===== src/rtl/fp_pkg.sv =====
// -----------------------------------------------------------------------------
// fp_pkg
// Shared definitions for the floating-point datapath blocks:
//   - default format widths (binary32) and the exponent bias helper
//   - operand classification enum
//   - exception flag record, bit order {invalid, overflow, underflow, inexact}
//   - canonical quiet-NaN encoding helper
// -----------------------------------------------------------------------------
package fp_pkg;

    localparam int FP_EXP_W = 8;
    localparam int FP_MAN_W = 23;

    typedef enum logic [1:0] {
        FP_ZERO = 2'd0,
        FP_NORM = 2'd1,
        FP_INF  = 2'd2,
        FP_NAN  = 2'd3
    } fp_class_t;

    typedef struct packed {
        logic invalid;
        logic overflow;
        logic underflow;
        logic inexact;
    } fp_flags_t;

    // Exponent bias 2^(exp_w-1)-1.
    function automatic int fp_bias(input int exp_w);
        return (32'sd1 <<< (exp_w - 1)) - 32'sd1;
    endfunction

    // Canonical qNaN {0, all-ones exponent, 1, 0...}; caller truncates to its width.
    function automatic logic [63:0] fp_qnan(input int exp_w, input int man_w);
        logic [63:0] v;
        v = (((64'd1 << exp_w) - 64'd1) << man_w) | (64'd1 << (man_w - 1));
        return v;
    endfunction

endpackage


===== src/rtl/fp_mul_pipe_if.sv =====
// -----------------------------------------------------------------------------
// fp_mul_pipe_if
// Streaming operand/result bundle for the pipelined FP multiplier.
//   in_valid/in_ready : operand pair handshake, a/b packed operands
//   out_valid/out_ready: result handshake, result packed product, flags
// master = producer/consumer side (testbench or surrounding datapath),
// slave  = the multiplier.
// -----------------------------------------------------------------------------
interface fp_mul_pipe_if #(
    parameter int W = 32
);
    import fp_pkg::*;

    logic            in_valid;
    logic            in_ready;
    logic [W-1:0]    a;
    logic [W-1:0]    b;
    logic            out_valid;
    logic            out_ready;
    logic [W-1:0]    result;
    fp_flags_t       flags;

    modport master (
        output in_valid, a, b, out_ready,
        input  in_ready, out_valid, result, flags
    );

    modport slave (
        input  in_valid, a, b, out_ready,
        output in_ready, out_valid, result, flags
    );

endinterface


===== src/rtl/fp_round_rne.sv =====
// -----------------------------------------------------------------------------
// fp_round_rne
// Combinational normalise + round-to-nearest-even + pack for a product of two
// hidden-1 significands. Flushes results below the normal range to signed zero
// and saturates results above it to signed infinity.
// Ports:
//   i_sign   : result sign
//   i_exp    : biased exponent before normalisation (signed, EXP_W+2 bits)
//   i_prod   : 2*MAN_W+2 bit significand product, value in [1,4)
//   o_result : packed {sign, exp, frac}
//   o_flags  : {invalid(0), overflow, underflow, inexact}
// -----------------------------------------------------------------------------
module fp_round_rne
    import fp_pkg::*;
#(
    parameter int EXP_W = FP_EXP_W,
    parameter int MAN_W = FP_MAN_W
) (
    input  logic                    i_sign,
    input  logic signed [EXP_W+1:0] i_exp,
    input  logic [2*MAN_W+1:0]      i_prod,
    output logic [EXP_W+MAN_W:0]    o_result,
    output fp_flags_t               o_flags
);

    localparam int EW = EXP_W + 2;
    localparam logic signed [EW-1:0] EXP_MAX  = EW'((1 << EXP_W) - 1);
    localparam logic signed [EW-1:0] EXP_ZERO = '0;

    logic                   w_msb;
    logic [2*MAN_W+1:0]     w_norm;
    logic signed [EW-1:0]   w_exp_n;
    logic signed [EW-1:0]   w_exp_f;
    logic                   w_g;
    logic                   w_r;
    logic                   w_s;
    logic                   w_inc;
    logic [MAN_W+1:0]       w_rnd;
    logic [MAN_W-1:0]       w_frac;

    // A set MSB means the product is in [2,4): take it as is and bump the
    // exponent; otherwise shift left so the hidden 1 always sits at the top.
    assign w_msb   = i_prod[2*MAN_W+1];
    assign w_norm  = w_msb ? i_prod : {i_prod[2*MAN_W:0], 1'b0};
    assign w_exp_n = i_exp + {{(EW-1){1'b0}}, w_msb};

    assign w_g   = w_norm[MAN_W];
    assign w_r   = w_norm[MAN_W-1];
    assign w_s   = |w_norm[MAN_W-2:0];
    assign w_inc = w_g & (w_r | w_s | w_norm[MAN_W+1]);

    // Round the {hidden, fraction} field; a carry out means the significand
    // became 10.000..., which renormalises to a zero fraction and exp+1.
    assign w_rnd   = {1'b0, w_norm[2*MAN_W+1:MAN_W+1]} + {{(MAN_W+1){1'b0}}, w_inc};
    assign w_frac  = w_rnd[MAN_W+1] ? w_rnd[MAN_W:1] : w_rnd[MAN_W-1:0];
    assign w_exp_f = w_exp_n + {{(EW-1){1'b0}}, w_rnd[MAN_W+1]};

    // Range check of the final exponent and packing.
    always_comb begin
        o_result = '0;
        o_flags  = '0;
        if (w_exp_f >= EXP_MAX) begin
            o_result          = {i_sign, {EXP_W{1'b1}}, {MAN_W{1'b0}}};
            o_flags.overflow  = 1'b1;
            o_flags.inexact   = 1'b1;
        end else if (w_exp_f <= EXP_ZERO) begin
            o_result          = {i_sign, {(EXP_W+MAN_W){1'b0}}};
            o_flags.underflow = 1'b1;
            o_flags.inexact   = 1'b1;
        end else begin
            o_result          = {i_sign, w_exp_f[EXP_W-1:0], w_frac};
            o_flags.inexact   = w_g | w_r | w_s;
        end
    end

endmodule


===== src/rtl/fp_mul_pipe.sv =====
// -----------------------------------------------------------------------------
// fp_mul_pipe
// Three-stage pipelined floating-point multiplier with valid/ready flow
// control, RNE rounding, flush-to-zero and exception flags.
//   stage 1: unpack, classify, sign, exponent sum, special-value result
//   stage 2: significand multiply
//   stage 3: normalise/round/pack (fp_round_rne) into the output register
// Ports:
//   clk, rst_n : clock, asynchronous active-low reset
//   bus        : fp_mul_pipe_if slave (operands in, result/flags out)
// The whole pipeline advances together when the output is empty or being
// taken; otherwise every stage holds, bubbles included.
// -----------------------------------------------------------------------------
module fp_mul_pipe
    import fp_pkg::*;
#(
    parameter int EXP_W = FP_EXP_W,
    parameter int MAN_W = FP_MAN_W
) (
    input  logic          clk,
    input  logic          rst_n,
    fp_mul_pipe_if.slave  bus
);

    localparam int W  = 1 + EXP_W + MAN_W;
    localparam int EW = EXP_W + 2;
    localparam int PW = 2 * MAN_W + 2;
    localparam logic signed [EW-1:0] BIAS_E = EW'(fp_bias(EXP_W));
    localparam logic [W-1:0]         QNAN   = W'(fp_qnan(EXP_W, MAN_W));

    function automatic fp_class_t classify(input logic [EXP_W-1:0] e,
                                           input logic [MAN_W-1:0] f);
        fp_class_t c;
        if (e == {EXP_W{1'b0}}) begin
            c = FP_ZERO;
        end else if (e == {EXP_W{1'b1}}) begin
            c = (f == {MAN_W{1'b0}}) ? FP_INF : FP_NAN;
        end else begin
            c = FP_NORM;
        end
        return c;
    endfunction

    logic                 w_advance;
    logic [EXP_W-1:0]     w_ea;
    logic [EXP_W-1:0]     w_eb;
    logic [MAN_W-1:0]     w_fa;
    logic [MAN_W-1:0]     w_fb;
    fp_class_t            w_ca;
    fp_class_t            w_cb;
    logic                 w_sign;
    logic signed [EW-1:0] w_exp_sum;
    logic                 w_spec;
    logic [W-1:0]         w_spec_res;
    fp_flags_t            w_spec_flags;
    logic [PW-1:0]        w_prod;
    logic [W-1:0]         w_rnd_res;
    fp_flags_t            w_rnd_flags;

    logic                 r_v1;
    logic                 r_sign1;
    logic signed [EW-1:0] r_exp1;
    logic [MAN_W:0]       r_ma1;
    logic [MAN_W:0]       r_mb1;
    logic                 r_spec1;
    logic [W-1:0]         r_spec_res1;
    fp_flags_t            r_spec_flags1;

    logic                 r_v2;
    logic                 r_sign2;
    logic signed [EW-1:0] r_exp2;
    logic [PW-1:0]        r_prod2;
    logic                 r_spec2;
    logic [W-1:0]         r_spec_res2;
    fp_flags_t            r_spec_flags2;

    logic                 r_v3;
    logic [W-1:0]         r_res3;
    fp_flags_t            r_flags3;

    // Global stall: in_ready depends only on state and out_ready.
    assign w_advance    = !r_v3 | bus.out_ready;
    assign bus.in_ready = w_advance;

    assign w_ea      = bus.a[W-2:MAN_W];
    assign w_eb      = bus.b[W-2:MAN_W];
    assign w_fa      = bus.a[MAN_W-1:0];
    assign w_fb      = bus.b[MAN_W-1:0];
    assign w_ca      = classify(w_ea, w_fa);
    assign w_cb      = classify(w_eb, w_fb);
    assign w_sign    = bus.a[W-1] ^ bus.b[W-1];
    assign w_exp_sum = EW'(w_ea) + EW'(w_eb) - BIAS_E;

    // Special-value result, highest priority first; NaN inputs raise no flag.
    always_comb begin
        w_spec       = 1'b1;
        w_spec_res   = '0;
        w_spec_flags = '0;
        if (w_ca == FP_NAN || w_cb == FP_NAN) begin
            w_spec_res = QNAN;
        end else if ((w_ca == FP_INF && w_cb == FP_ZERO) ||
                     (w_ca == FP_ZERO && w_cb == FP_INF)) begin
            w_spec_res           = QNAN;
            w_spec_flags.invalid = 1'b1;
        end else if (w_ca == FP_INF || w_cb == FP_INF) begin
            w_spec_res = {w_sign, {EXP_W{1'b1}}, {MAN_W{1'b0}}};
        end else if (w_ca == FP_ZERO || w_cb == FP_ZERO) begin
            w_spec_res = {w_sign, {(W-1){1'b0}}};
        end else begin
            w_spec = 1'b0;
        end
    end

    // Stage 1 register: classified operands.
    always_ff @(posedge clk or negedge rst_n) begin
        if (!rst_n) begin
            r_v1          <= 1'b0;
            r_sign1       <= 1'b0;
            r_exp1        <= '0;
            r_ma1         <= '0;
            r_mb1         <= '0;
            r_spec1       <= 1'b0;
            r_spec_res1   <= '0;
            r_spec_flags1 <= '0;
        end else if (w_advance) begin
            r_v1          <= bus.in_valid;
            r_sign1       <= w_sign;
            r_exp1        <= w_exp_sum;
            r_ma1         <= {1'b1, w_fa};
            r_mb1         <= {1'b1, w_fb};
            r_spec1       <= w_spec;
            r_spec_res1   <= w_spec_res;
            r_spec_flags1 <= w_spec_flags;
        end
    end

    assign w_prod = PW'(r_ma1) * PW'(r_mb1);

    // Stage 2 register: significand product.
    always_ff @(posedge clk or negedge rst_n) begin
        if (!rst_n) begin
            r_v2          <= 1'b0;
            r_sign2       <= 1'b0;
            r_exp2        <= '0;
            r_prod2       <= '0;
            r_spec2       <= 1'b0;
            r_spec_res2   <= '0;
            r_spec_flags2 <= '0;
        end else if (w_advance) begin
            r_v2          <= r_v1;
            r_sign2       <= r_sign1;
            r_exp2        <= r_exp1;
            r_prod2       <= w_prod;
            r_spec2       <= r_spec1;
            r_spec_res2   <= r_spec_res1;
            r_spec_flags2 <= r_spec_flags1;
        end
    end

    fp_round_rne #(
        .EXP_W (EXP_W),
        .MAN_W (MAN_W)
    ) u_round (
        .i_sign   (r_sign2),
        .i_exp    (r_exp2),
        .i_prod   (r_prod2),
        .o_result (w_rnd_res),
        .o_flags  (w_rnd_flags)
    );

    // Stage 3 output register; empty slots present zero result and flags.
    always_ff @(posedge clk or negedge rst_n) begin
        if (!rst_n) begin
            r_v3     <= 1'b0;
            r_res3   <= '0;
            r_flags3 <= '0;
        end else if (w_advance) begin
            r_v3     <= r_v2;
            r_res3   <= !r_v2 ? '0 : (r_spec2 ? r_spec_res2 : w_rnd_res);
            r_flags3 <= !r_v2 ? '0 : (r_spec2 ? r_spec_flags2 : w_rnd_flags);
        end
    end

    assign bus.out_valid = r_v3;
    assign bus.result    = r_res3;
    assign bus.flags     = r_flags3;

endmodule


===== src/flat_wrapper.sv =====
// flat-port wrapper written by rule: the top's interface ports become plain ports
module fp_mul_pipe_flat import fp_pkg::*;
#(
    parameter int EXP_W = FP_EXP_W,
    parameter int MAN_W = FP_MAN_W
)
  (clk, rst_n, bus_in_valid, bus_a, bus_b, bus_out_ready, bus_in_ready, bus_out_valid, bus_result, bus_flags);
  fp_mul_pipe_if #(.W(32)) bus_i ();
  input  logic clk;
  input  logic rst_n;
  input wire logic [$bits(bus_i.in_valid)-1:0] bus_in_valid;
  input wire logic [$bits(bus_i.a)-1:0] bus_a;
  input wire logic [$bits(bus_i.b)-1:0] bus_b;
  input wire logic [$bits(bus_i.out_ready)-1:0] bus_out_ready;
  output wire logic [$bits(bus_i.in_ready)-1:0] bus_in_ready;
  output wire logic [$bits(bus_i.out_valid)-1:0] bus_out_valid;
  output wire logic [$bits(bus_i.result)-1:0] bus_result;
  output wire logic [$bits(bus_i.flags)-1:0] bus_flags;
  assign bus_i.in_valid = bus_in_valid;
  assign bus_i.a = bus_a;
  assign bus_i.b = bus_b;
  assign bus_i.out_ready = bus_out_ready;
  assign bus_in_ready = bus_i.in_ready;
  assign bus_out_valid = bus_i.out_valid;
  assign bus_result = bus_i.result;
  assign bus_flags = bus_i.flags;
  fp_mul_pipe #(.EXP_W(EXP_W), .MAN_W(MAN_W)) u_core (.clk(clk), .rst_n(rst_n), .bus(bus_i));
endmodule

===== config.mk =====
export PLATFORM = sky130hd
export DESIGN_NAME = fp_mul_pipe_flat
export DESIGN_NICKNAME = d
export VERILOG_FILES = /design/src/rtl/fp_pkg.sv /design/src/rtl/fp_mul_pipe_if.sv /design/src/rtl/fp_round_rne.sv /design/src/rtl/fp_mul_pipe.sv /design/src/flat_wrapper.sv
export SDC_FILE = /design/constraint.sdc
export NUM_CORES = 2
export LEC_CHECK = 0
export ABC_AREA = 1
export BUFFER_PORTS_ARGS = -buffer_cell sky130_fd_sc_hd__clkbuf_2
export CORE_MARGIN = 5
export CORE_UTILIZATION = 59
export DETAILED_ROUTE_END_ITERATION = 8
export PLACE_DENSITY_LB_ADDON = 0.05
export SYNTH_ARGS = -nofsm -noshare
export SYNTH_HDL_FRONTEND = slang
export SYNTH_SLANG_ARGS = --single-unit

===== constraint.sdc =====
create_clock -name clk -period 5.8 [get_ports clk]
set_input_delay 0.58 -clock clk [delete_from_list [all_inputs] [get_ports clk]]
set_output_delay 0.58 -clock clk [all_outputs]
set_load 0.03 [all_outputs]

Word level (Yosys, flattened, before mapping)
Cells that the tools add are included.
{"block": "op_classes", "n_reduce_logical": 14, "n_mul": 1, "n_lt_le_gt_ge": 2, "n_mux": 29, "eq_ne": 6, "n_div": 0, "shift": 0, "n_addsub": 5, "bitwise": 7}
{"operator": "32-bit 2-to-1 mux", "count": 6}
{"operator": "31-bit 2-to-1 mux", "count": 2}
{"operator": "24-bit by 24-bit multiplier with 48-bit output", "count": 1}
{"operator": "48-bit 2-to-1 mux", "count": 1}
{"operator": "23-bit logical NOT", "count": 2}
{"operator": "24-bit by 1-bit adder with 25-bit output", "count": 1}
{"operator": "23-bit 2-to-1 mux", "count": 1}
{"operator": "22-bit OR reduction", "count": 1}
{"operator": "10-bit by 1-bit adder with 10-bit output", "count": 2}
{"operator": "8-bit equality test, second input constant", "count": 2}
{"operator": "8-bit logical NOT", "count": 2}
{"operator": "1-bit 2-to-1 mux", "count": 13}
{"operator": "10-bit by 9-bit >= comparator with 1-bit output, second input constant", "count": 1}
{"operator": "10-bit by 1-bit <= comparator with 1-bit output, second input constant", "count": 1}
{"operator": "10-bit by 7-bit subtractor with 10-bit output, second input constant", "count": 1}
{"operator": "8-bit by 8-bit adder with 9-bit output", "count": 1}
{"operator": "2-bit equality test, second input constant", "count": 4}
{"operator": "2-bit 2-to-1 mux", "count": 4}
{"operator": "4-bit 2-to-1 mux", "count": 2}
{"operator": "1-bit OR", "count": 5}
{"operator": "2-bit logical NOT", "count": 2}
{"operator": "1-bit logical OR", "count": 4}
{"operator": "1-bit logical AND", "count": 2}
{"operator": "1-bit AND", "count": 1}
{"operator": "other kinds (2)", "count": 2}
{"block": "totals", "elab_cells": 85, "ramBits": 0, "latchBits": 0, "inputBits": 68, "rom_bits": 0, "n_memories": 0, "reg_bits": 225}

Logic depth before layout (Yosys ltp)
{"block": "logic_depth", "word_depth": 12, "depth_mapped": 29, "mapped_depth_nobuf": 28}

Cells and area by module
From an unflattened synthesis, not the netlist that was laid out.
{"block": "unflattened", "cells_unflattened": 4073, "hier_area_um2": 29598.4}
{"mod": "fp_mul_pipe", "area_each_um2": 27744.1, "instances": 1, "seq_area_each_um2": 4154.0, "cells_per_inst": 3718}
{"mod": "fp_round_rne", "area_each_um2": 1854.3, "instances": 1, "seq_area_each_um2": 0.0, "cells_per_inst": 355}

Least setup slack after synthesis
OpenSTA, ideal clock, no wires.
{"block": "synth_path", "path_type": "register to register", "startpoint": "reg u_core.r_ma1[13]", "endpoint": "reg u_core.r_prod2[25]", "arrival_ps": 5992, "required_ps": 5670, "setup_slack_ps": -322, "path_stages_with_launch": 28, "path_cell_list": "dfrtp_1 -> clkbuf_1 -> clkbuf_1 -> nand2_1 -> fa_1 -> inv_1 -> fa_1 -> inv_1 -> fa_1 -> inv_1 -> fa_1 -> inv_1 -> fa_1 -> inv_1 -> fa_1 -> inv_1 -> fa_1 -> inv_1 -> ha_1 -> a21oi_1 -> o21ai_0 -> a21oi_1 -> nand2_1 -> nand2_1 -> nand2_1 -> or2_2 -> nand3_1 -> o21ai_0"}
{"block": "synth_between", "elab_chain_len": 1}
{"element": "from (decl)", "line_no": "fp_mul_pipe.sv:63", "rtl": "logic [MAN_W:0] r_ma1;"}
{"element": "from (signal assigned)", "line_no": "fp_mul_pipe.sv:129", "rtl": "r_ma1 <= {1'b1, w_fa};"}
{"element": "24-bit by 24-bit multiplier with 48-bit output", "line_no": "fp_mul_pipe.sv:137", "rtl": "assign w_prod = PW'(r_ma1) * PW'(r_mb1);"}
{"element": "to (signal assigned)", "line_no": "fp_mul_pipe.sv:153", "rtl": "r_prod2 <= w_prod;"}
{"element": "to (decl)", "line_no": "fp_mul_pipe.sv:72", "rtl": "logic [PW-1:0] r_prod2;"}
Every way passes these cells.
A chain may end at the register's enable or synchronous reset.

Worst setup path after layout
{"block": "layout_path", "startpoint": "reg u_core.r_ma1[7]", "endpoint": "reg u_core.r_prod2[41]"}
Same word-level chain as after synthesis.

==> flow_summary_export.csv <==
group,metric,value,unit
outcome,status,"finished, violations left",
outcome,violations,"setup timing",
floorplan,std_cell_rows,81,
synthesis,syn_avg_cell_area,7.43,sq um
synthesis,seq_area_frac_synth,14.4,%
worst_hold_path,hp-class,"primary input to async pin",
cells_and_area,drive_above_1_share,19.1,%
routing,wl_per_cell,17.8,um
global_routing,antenna_found_initial,0,
setup_path,arrival,6610,ps
routing,drt_iter0_drc,1718,
synthesis,synth.area.top_cells,"fa_1 34%, nand2_1 16%, dfrtp_1 14%, inv_1 13%, ha_1 8.0%",
synthesis,synth_warnings,0,
placed_design,hpwl,69600,um
timing,worst_slew_pin_slew,1110,ps
setup_path,cp_slowest_cell,"fa_2",
floorplan,core_area,0.0486,sq mm
routing,ant_nets,0,
cts,cts-root-buf,"clkbuf_16",
setup_path,cp_max_fo,6,
timing,fmax,0.160,GHz
synthesis,synth_top_cell_area_share,33.6,%
synthesis,synth_most_common_cell,"nand2_1",
cells_and_area,final_cell_area,0.0346,sq mm
placed_design,portBuffers,105,
synthesis,yosysUniqueCellTypes,51,
setup_path,required,6160,ps
setup_path,worst-path-buf-inv,9,
global_routing,grt-ovfl-total,0,
setup_path,critPathTopFamily,"adder cells",
cts,cts-htree-levels,4,
cts,holdBufCountCts,0,
cts,cts.sinks,166,
cts,clk_latency,490,ps
timing,skew,17.6,ps
global_routing,grt_pass1_vias,26900,
synthesis,synth_edf_count,0,
cells_and_area,area_growth,19.8,%
timing,worst_slack,-454,ps
cts,tritoncts,"done",
routing,vias_per_cell,5.28,
setup_path,rrSetupSlack,-450,ps
setup_path,end_kind,"register",
floorplan,start_util,59.3,%
synthesis,yosys_register_bits,166,
setup_path,cpMostUsedCell,"fa_1",
synthesis,ys.flop_type,"dfrtp_1",
cells_and_area,diodes,0,
cts,cts_max_path_buffers,2,
synthesis,syn-instance-count,3884,
cts,path_clk_slew,70,ps
global_routing,track_usage,33.1,%
placed_design,placed_area,0.0319,sq mm
floorplan,chipHeight,231,um
routing,num_vias,25300,
floorplan,ios,106,
synthesis,synthArstFlopShare,100,%
timing,setup_viol,36,
routing,drt_pass1_iterations,6,
timing,fin_crit_sh,108,%
routing,drc,0,
timing,rsz0062_at_grt,"true",
synthesis,synthTopCellsByCount,"1195 x nand2_1, 985 x inv_1, 484 x fa_1",
timing,final-max-slew-violation-count,0,
flow_run,cap_violations,0,
setup_path,start_kind,"register",
synthesis,synthesis.nets,4621,
cts,cts_buffers,17,
timing,period_minus_slack,6250,ps
setup_path,path_class,"register to register",
floorplan,die_w,231,um
timing,max-slew-margin-rel,25.5,%
setup_path,critPathMaxStageDelay,570,ps
placed_design,gp_congestion,0.979,
global_routing,grt_pass1_wl,141000,um
routing,wl,85000,um
floorplan,dieArea,0.0534,sq mm
global_routing,grt_max_degree,175,
cells_and_area,nets,4889,
synthesis,netlist_area,0.0289,sq mm
timing,hold_violations,0,
synthesis,yosys.area.top_type,"fa_1",
path summary, 6_finish.rpt:
kind,startpoint,end,cells past startpoint
max,u_core.r_ma1[7],u_core.r_prod2[41],26
min,rst_n,u_core.r_exp1[8],1
max reg2reg,u_core.r_ma1[7],u_core.r_prod2[41],26
min reg2reg,u_core.bus.result[18],u_core.bus.result[18],2
max in group asynchronous,rst_n,u_core.r_ma1[20],2
min in group clk,bus_b[7],u_core.r_mb1[7],3
cell usage in the layout, fill, tap and decap left out, types with 5 or more instances in the layout:
| cell | synthesis | layout |
|---|---|---|
| a21oi_1 | 82 | 39 |
| dfrtp_2 | 0 | 18 |
| dfrtp_1 | 166 | 148 |
| buf_12 | 1 | 39 |
| nand2_2 | 13 | 40 |
| nor2_4 | 9 | 40 |
| o21a_1 | 6 | 6 |
| nor3_1 | 15 | 12 |
| a21oi_4 | 0 | 15 |
| clkbuf_2 | 0 | 104 |
| inv_8 | 1 | 5 |
| a21o_1 | 5 | 5 |
| buf_6 | 8 | 40 |
| ha_4 | 0 | 24 |
| clkbuf_16 | 0 | 17 |
| buf_4 | 1 | 248 |
| fa_1 | 484 | 470 |
| o21ai_1 | 15 | 42 |
| inv_1 | 985 | 950 |
| nor2_1 | 162 | 118 |
| xnor2_1 | 22 | 15 |
| or2_2 | 8 | 5 |
| nor3_2 | 2 | 5 |
| ha_1 | 185 | 158 |
| xor2_1 | 19 | 18 |
| nand3_1 | 99 | 89 |
| nand3_2 | 3 | 10 |
| nand2_4 | 5 | 26 |
| o21ai_0 | 131 | 86 |
| inv_2 | 4 | 38 |
| a21oi_2 | 0 | 28 |
| nand3b_1 | 8 | 8 |
| nand2_1 | 1195 | 1146 |
| o21ai_2 | 4 | 18 |
| nand4_1 | 30 | 30 |
| xnor2_2 | 0 | 6 |
| fa_2 | 0 | 14 |
| nor2_2 | 6 | 19 |
| nor4_1 | 9 | 9 |
per-stage QoR:
stage,utilization (%),TNS (ps),hold WS [ps],instances,worst slack [ps]
6_report,71.0,-10270,68.5,4787,-454
5_1_grt,71.0,-17550,110,4787,-627
4_1_cts,70.2,-8420,82.0,4775,-352
3_5_place_dp,65.5,-20790,464,4701,-783
3_3_place_gp,65.5,-20120,459,4701,-810
2_1_floorplan,-,-10.1,284,3884,-8.36
final cells by class:
class / count / area, sq um
multi-input cells: 2543 / 21600
clock inverters: 14 / 165
repair buffers: 434 / 3680
clock buffers: 18 / 429
inverters: 990 / 3720
fillers: 3979 / 14100
flip-flops and latches: 166 / 4180
well taps: 622 / 778
per-layer routing:
layer / GRT usage [%] / routed length, um / vias to the layer above
met3: 5.28 / 5610 / 190
li1: - / - / 11800
met4: 11.0 / 2900 / 0
met2: 56.6 / 42000 / 889
met1: 43.4 / 34500 / 12400
met5: 0 / 0 / -
kinds of logic (layout without fill, tap and decap cells):
kind of cell	after synthesis	count (layout)	share of synthesized area, %
flops	166	166	14.4
xor+xnor	41	41	1.24
simple gates	1575	1575	22.4
mux	1	1	0.0347
buf+inv	1175	1456	15.6
compound gates	257	257	4.71
fa+ha+maj	669	669	41.6
timing repair:
action	CTS	global route
pin swaps	101	67
gates cloned	2	0
endpoints found under the setup margin	37	37
setup buffers	43	12
resized for setup	352	91
registers in the layout, summed over array words and instances (netlist names), 3 cells and up:
register	flops
u_core.bus.flags	4
u_core.bus.result	32
u_core.r_exp1	10
u_core.r_exp2	10
u_core.r_ma1	23
u_core.r_mb1	24
u_core.r_prod2	48
u_core.r_spec_res1	3
u_core.r_spec_res2	3
Power is left out: the tool's default activity adds up to more than one toggle a clock period on the data nets, which glitch-free logic cannot reach.
